==> src/rtl/mem_port_arbiter.sv <==
// Shares one magic_memory port between instruction fetch (I) and data (D) requesters.
// Optional ARB_ROUND_ROBIN_EN: alternate the grant on simultaneous I+D requests (default: D wins).
module mem_port_arbiter #(
  parameter int ADDR_WIDTH = 16,
  parameter int DATA_WIDTH = 16
) (
  input  logic                    clk,
  input  logic                    rst,
  input  logic                    i_read,
  input  logic [ADDR_WIDTH-1:0]   i_address,
  output logic [DATA_WIDTH-1:0]   i_rdata,
  output logic                    i_resp,
  input  logic                    d_read,
  input  logic                    d_write,
  input  logic [DATA_WIDTH/8-1:0] d_wmask,
  input  logic [ADDR_WIDTH-1:0]   d_address,
  input  logic [DATA_WIDTH-1:0]   d_wdata,
  output logic [DATA_WIDTH-1:0]   d_rdata,
  output logic                    d_resp,
  output logic                    mem_read,
  output logic                    mem_write,
  output logic [DATA_WIDTH/8-1:0] mem_wmask,
  output logic [ADDR_WIDTH-1:0]   mem_address,
  output logic [DATA_WIDTH-1:0]   mem_wdata,
  input  logic [DATA_WIDTH-1:0]   mem_rdata,
  input  logic                    mem_resp,
  output logic [1:0]              state_dbg
);

  // Handshake: a requester raises read/write and holds it (with address/data) until its
  // one-cycle x_resp pulse, then drops it in the following cycle. The memory sees a strobe
  // held from the cycle after the grant edge until mem_resp=1; x_rdata is valid with x_resp.

  localparam int MW = DATA_WIDTH / 8;

  typedef enum logic [1:0] {
    IDLE    = 2'd0,
    SERVE_I = 2'd1,
    SERVE_D = 2'd2
  } state_t;

  state_t                state, state_nxt;
  logic                  d_req;
  logic                  grant_d, grant_i;
  logic                  mem_read_q, mem_write_q;
  logic [MW-1:0]         mem_wmask_q;
  logic [ADDR_WIDTH-1:0] mem_address_q;
  logic [DATA_WIDTH-1:0] mem_wdata_q;
  logic [DATA_WIDTH-1:0] i_rdata_q, d_rdata_q;

`ifdef ARB_ROUND_ROBIN_EN
  logic last_grant_d;
`endif

  always_comb begin
    d_req     = d_read | d_write;
    grant_d   = 1'b0;
    grant_i   = 1'b0;
    state_nxt = state;
    case (state)
      IDLE: begin
`ifdef ARB_ROUND_ROBIN_EN
        if (d_req && i_read) begin
          grant_d = !last_grant_d;
          grant_i = last_grant_d;
        end else begin
          grant_d = d_req;
          grant_i = i_read;
        end
`else
        grant_d = d_req;
        grant_i = i_read && !d_req;
`endif
        if (grant_d)      state_nxt = SERVE_D;
        else if (grant_i) state_nxt = SERVE_I;
      end
      SERVE_I, SERVE_D: if (mem_resp) state_nxt = IDLE;
      default: state_nxt = IDLE;
    endcase
  end

  // The memory side is driven only from registers captured at the grant edge.
  always_ff @(posedge clk) begin
    if (rst) begin
      state         <= IDLE;
      mem_read_q    <= 1'b0;
      mem_write_q   <= 1'b0;
      mem_wmask_q   <= '0;
      mem_address_q <= '0;
      mem_wdata_q   <= '0;
      i_rdata_q     <= '0;
      d_rdata_q     <= '0;
    end else begin
      state <= state_nxt;
      if (grant_d) begin
        mem_read_q    <= !d_write;
        mem_write_q   <= d_write;
        mem_wmask_q   <= d_write ? d_wmask : '0;
        mem_address_q <= d_address;
        mem_wdata_q   <= d_write ? d_wdata : '0;
      end else if (grant_i) begin
        mem_read_q    <= 1'b1;
        mem_write_q   <= 1'b0;
        mem_wmask_q   <= '0;
        mem_address_q <= i_address;
        mem_wdata_q   <= '0;
      end else if (state != IDLE && mem_resp) begin
        mem_read_q    <= 1'b0;
        mem_write_q   <= 1'b0;
        mem_wmask_q   <= '0;
        mem_address_q <= '0;
        mem_wdata_q   <= '0;
      end
      if (i_resp) i_rdata_q <= mem_rdata;
      if (d_resp) d_rdata_q <= mem_rdata;
    end
  end

`ifdef ARB_ROUND_ROBIN_EN
  always_ff @(posedge clk) begin
    if (rst)          last_grant_d <= 1'b0;
    else if (grant_d) last_grant_d <= 1'b1;
    else if (grant_i) last_grant_d <= 1'b0;
  end
`endif

  assign i_resp      = (state == SERVE_I) && mem_resp;
  assign d_resp      = (state == SERVE_D) && mem_resp;
  assign i_rdata     = i_resp ? mem_rdata : i_rdata_q;
  assign d_rdata     = d_resp ? mem_rdata : d_rdata_q;
  assign mem_read    = mem_read_q;
  assign mem_write   = mem_write_q;
  assign mem_wmask   = mem_wmask_q;
  assign mem_address = mem_address_q;
  assign mem_wdata   = mem_wdata_q;
  assign state_dbg   = state;

endmodule

==> config.mk <==
export PLATFORM = sky130hd
export DESIGN_NAME = mem_port_arbiter
export DESIGN_NICKNAME = d
export VERILOG_FILES = /design/src/rtl/mem_port_arbiter.sv
export SDC_FILE = /design/constraint.sdc
export NUM_CORES = 1
export LEC_CHECK = 0
export BUFFER_PORTS_ARGS = -buffer_cell sky130_fd_sc_hd__buf_2
export CAP_MARGIN = 10
export CORE_MARGIN = 2
export CORE_UTILIZATION = 49
export CTS_BUF_LIST = sky130_fd_sc_hd__clkbuf_16
export DETAILED_ROUTE_END_ITERATION = 16
export MAX_ROUTING_LAYER = met4
export PLACE_DENSITY = 0.85
export SLEW_MARGIN = 20
export SYNTH_ARGS = -nofsm -noshare
export SYNTH_HDL_FRONTEND = slang
export SYNTH_SLANG_ARGS = --single-unit
==> constraint.sdc <==
create_clock -name clk -period 4.1 [get_ports clk]
set_input_delay 0.615 -clock clk [delete_from_list [all_inputs] [get_ports clk]]
set_output_delay 0.615 -clock clk [all_outputs]
set_load 0.02 [all_outputs]
After elaboration in Yosys (flattened, before gate mapping). Cells that the tools add are included. Widths: inputs -> output; s select.

Flip-flop bits (word level): 70. Input port bits: 72. Output and inout port bits: 72. Word-level logic and storage cells: 47.

Equal/unequal tests: 4. Multiplexer cells: 23. Bitwise logic cells: 1. Reductions and logical operators: 11.

Operators with widths (count): $mux 16 (8); $mux 2 (7); $mux 1 (7); $logic_and 1x1->1 (4); $pmux 2 s2 (1); $ne 3x3->1 const B (1); $reduce_bool 3->1 (1); $eq 2x1->1 const B (1); $eq 2x2->1 const B (1); $logic_not 1->1 (2); $logic_not 2->1 (1); $ne 2x2->1 const B (1); $reduce_and 2->1 (1); $reduce_bool 2->1 (1); $reduce_or 2->1 (1); $or 1x1->1 (1).

Depth between registers and ports, before layout.
Depth after elaboration: 6. Mapped depth: 8. Depth with buffers taken out: 5.

Worst setup path after synthesis. No wires, ideal clock.

Path kind: reg2out. Start: register state[0] (netlist: state_dbg[0]). End: output port d_rdata[10]. Data arrival time: 1.621 ns. Data required time: 3.485 ns. Slack: 1.864 ns. Cell stages (with the launch flop): 6. Path buffers: 1. Cell sequence: dfxtp_1 -> inv_1 -> ha_1 -> nand2_1 -> buf_2 -> mux2_2.

Cells in the longest elaborated chain, start to end: 3.

RTL lines: start: declaration (RTL line 42) `state_t state, state_nxt;`; start signal: assignment (RTL line 94) `state <= state_nxt;`; $eq 2x2->1 (RTL line 128) `assign d_resp = (state == SERVE_D) && mem_resp;`; $logic_and 1x1->1 (RTL line 128); $mux 16; end: declaration (RTL line 18) `output logic [DATA_WIDTH-1:0] d_rdata,`.

No other way between the ends.

Final worst setup path.
Start: register state[0] (netlist: state_dbg[0]). End: output port d_rdata[15].

The elaborated chain is that of the path after synthesis.

==> flow_metrics.tcl <==
set metrics [dict create \
    status "complete, no violations" \
    cp_max_fo 17 \
    syn_inst 297 \
    max_freq_mhz 366 \
    cts_resized 0 \
    routed_wl_um 7360 \
    crit_family "simple AND/OR/NAND/NOR gates" \
    crit_required_ns 3.48 \
    hold_viol 0 \
    grt_use_total 0.234 \
    dr.pass1.iters 4 \
    ys_seq_area_frac 0.484 \
    grt-ovfl-total 0 \
    die_width_um 80.9 \
    hold_buffers 0 \
    clock_latency_ns 0.32 \
    fillers 462 \
    setup_viol 0 \
    core-area_sq_um 5610 \
    layout_min_cycle_time_ns 2.73 \
    numCtsBuffers 9 \
    hpwl_um 5160 \
    via_per_inst 5.18 \
    numPortBuffers 143 \
    critPathLaunchType "flop" \
    critPathBufInv 2 \
    final_area_sq_um 3850 \
    htreeDepth 3 \
    p_per_area_nw_per_um2 453 \
    n_antenna_cell 0 \
    cts-root-buf "clkbuf_16" \
    setup_tns_ns 0 \
    cts_sinks 70 \
    rsz0062_at_grt "false" \
    synth.distinct_cells 28 \
    post-route-period-util 0.667 \
    layout_common_cells "buf_2, dfxtp_1, a21oi_1" \
    drt-initial-drc-count 96 \
    cts_setup_buffers 0 \
    final_max_slew_viol_count 0 \
    wire_per_inst_um 14.6 \
    num_vias 2607 \
    netlist_area_sq_um 2890 \
    synth.net_count 373 \
    path_class "reg -> out" \
    hp-class "reg -> reg" \
    fin_skew_ns 0.00536 \
    synth.avg_cell_area_sq_um 9.74 \
    synthToLayoutAreaGrowth_pct 33.2 \
    crit_chain "inv_1 -> ha_1 -> nand2_1 -> mux2_2 -> buf_2" \
    crit_path_end_kind "output port" \
    gp_congestion 0.808 \
    final_common_cell "buf_2" \
    fp.dieH_um 80.9 \
    max_slew.worst_pin.slew_ns 1.08 \
    grt_pass1_vias 2432 \
    worstPathArrival_ns 2.12 \
    slowest_stage "nand2_1" \
    drive_above_1_share 0.448 \
    clockBufferDepth 2 \
    timing.max_cap.violations 0 \
    leakagePower_uw 0.00188 \
    clkTransAtPathRegs_ns 0.05 \
    grt_pass1_wl_um 11400 \
    slowest_delay_ns 0.53 \
    cts_tree "built" \
    num_rows 27 \
    fin_nets 504 \
    synth-warning-count 0 \
    antenna_left 0 \
    die_area_sq_um 6540 \
    grt_max_degree 71 \
    grt_antenna_before_repair 0 \
    initial_utilization 0.516 \
    drc 0 \
    relSlewSlack 0.277 \
    synth_seq_cells 70 \
    placed_area_sq_um 3610 \
    ir_drop_mv 0.279 \
    io_pins 144 \
]
==> routing by layer <==
layer / up-vias / GRT usage / part of all wire
met1: 1183 / 0.274 / 0.44
met5: - / - / 0
met3: 7 / 0.0711 / 0.080
met2: 108 / 0.390 / 0.47
li1: 1309 / - / -
met4: 0 / 0.0661 / 0.0084
==> synth_stat cells <==
| library cell | instances | share of area |
|---|---|---|
| buf_2 | 8 | 0.014 |
| and2_1 | 1 | 0.0022 |
| o21ai_0 | 22 | 0.038 |
| nor4bb_1 | 1 | 0.0035 |
| clkbuf_2 | 2 | 0.0035 |
| or4b_1 | 1 | 0.0035 |
| a211oi_1 | 16 | 0.042 |
| ha_1 | 4 | 0.017 |
| inv_1 | 4 | 0.0052 |
| nor4b_1 | 1 | 0.0030 |
| nand2b_1 | 1 | 0.0022 |
| o211ai_1 | 1 | 0.0026 |
| or2_2 | 1 | 0.0022 |
| nand4b_1 | 1 | 0.0030 |
| buf_6 | 2 | 0.0078 |
| a21oi_1 | 37 | 0.064 |
| o21a_1 | 1 | 0.0026 |
| nand2_1 | 21 | 0.027 |
| dfxtp_1 | 70 | 0.48 |
| o21ai_1 | 1 | 0.0017 |
| mux2_2 | 32 | 0.12 |
| buf_4 | 1 | 0.0026 |
| nor4b_2 | 1 | 0.0052 |
| a21oi_2 | 1 | 0.0030 |
| a22oi_1 | 16 | 0.042 |
| nor2_1 | 3 | 0.0039 |
| clkbuf_1 | 13 | 0.017 |
| nor2b_1 | 34 | 0.073 |
==> stage by stage <==
stage | util | worst slack, ns | hold slack, ns | total power (uW) | std cells
floorplan | - | 1.86 | 0.550 | 992 | 297
global placement | 0.643 | 1.61 | 0.457 | 1110 | 489
detailed placement | 0.643 | 1.57 | 0.467 | 1120 | 489
CTS | 0.687 | 1.34 | 0.477 | 1760 | 503
global route | 0.687 | 1.25 | 0.487 | 1830 | 503
finish | 0.687 | 1.37 | 0.474 | 1750 | 503
==> worst min-delay path: stages (launching register included) <==
cell and delay, ns:
dfxtp_1 0.30, o21ai_0 0.06, a21oi_1 0.06
==> final timing paths <==
kind         cells after the start                          end                  startpoint  slack, ns
max                              5                  d_rdata[15]   state_dbg[0]$_SDFFE_PP0P_       1.37
min                              2   mem_wdata[12]$_SDFFE_PP0P_  mem_wdata[12]$_SDFFE_PP0P_       0.47
max reg2reg                      6  mem_address[8]$_SDFFE_PP0P_   state_dbg[0]$_SDFFE_PP0P_       1.73
min reg2reg                      2   mem_wdata[12]$_SDFFE_PP0P_  mem_wdata[12]$_SDFFE_PP0P_       0.47
==> registers in the layout, indices dropped and copies added (netlist names) <==
| register | cells |
|---|---|
| d_rdata_q | 16 |
| i_rdata_q | 16 |
| mem_address | 16 |
| mem_wdata | 16 |
| mem_wmask | 2 |
| state_dbg | 2 |
| mem_read | 1 |
| mem_write | 1 |
==> cell type report <==
| type | count | area, sq um | area share |
|---|---|---|---|
| Tap cell | 72 | 90.1 | 0.0234 |
| Inverter | 4 | 15.0 | 0.00389 |
| Timing Repair Buffer | 146 | 738 | 0.191 |
| Multi-Input combinational cell | 197 | 1360 | 0.354 |
| Sequential cell | 70 | 1400 | 0.364 |
| Clock inverter | 5 | 21.3 | 0.00552 |
| Clock buffer | 9 | 225 | 0.0584 |
==> logic make-up after synthesis <==
group / count (synthesis) / share of synthesized area
AOI/OAI and AO/OA: 95 / 0.195
DFF: 70 / 0.484
and+or+nand+nor: 66 / 0.129
muxes: 32 / 0.125
buffers and inverters: 30 / 0.0497
adders and majority gates: 4 / 0.0173
==> report_power, final <==
part / total, uW / switching [uW] / internal [uW]
Sequential: 750 / 20.9 / 729
Clock: 645 / 252 / 393
Combinational: 352 / 212 / 140
(Power assumes the default switching activity.)
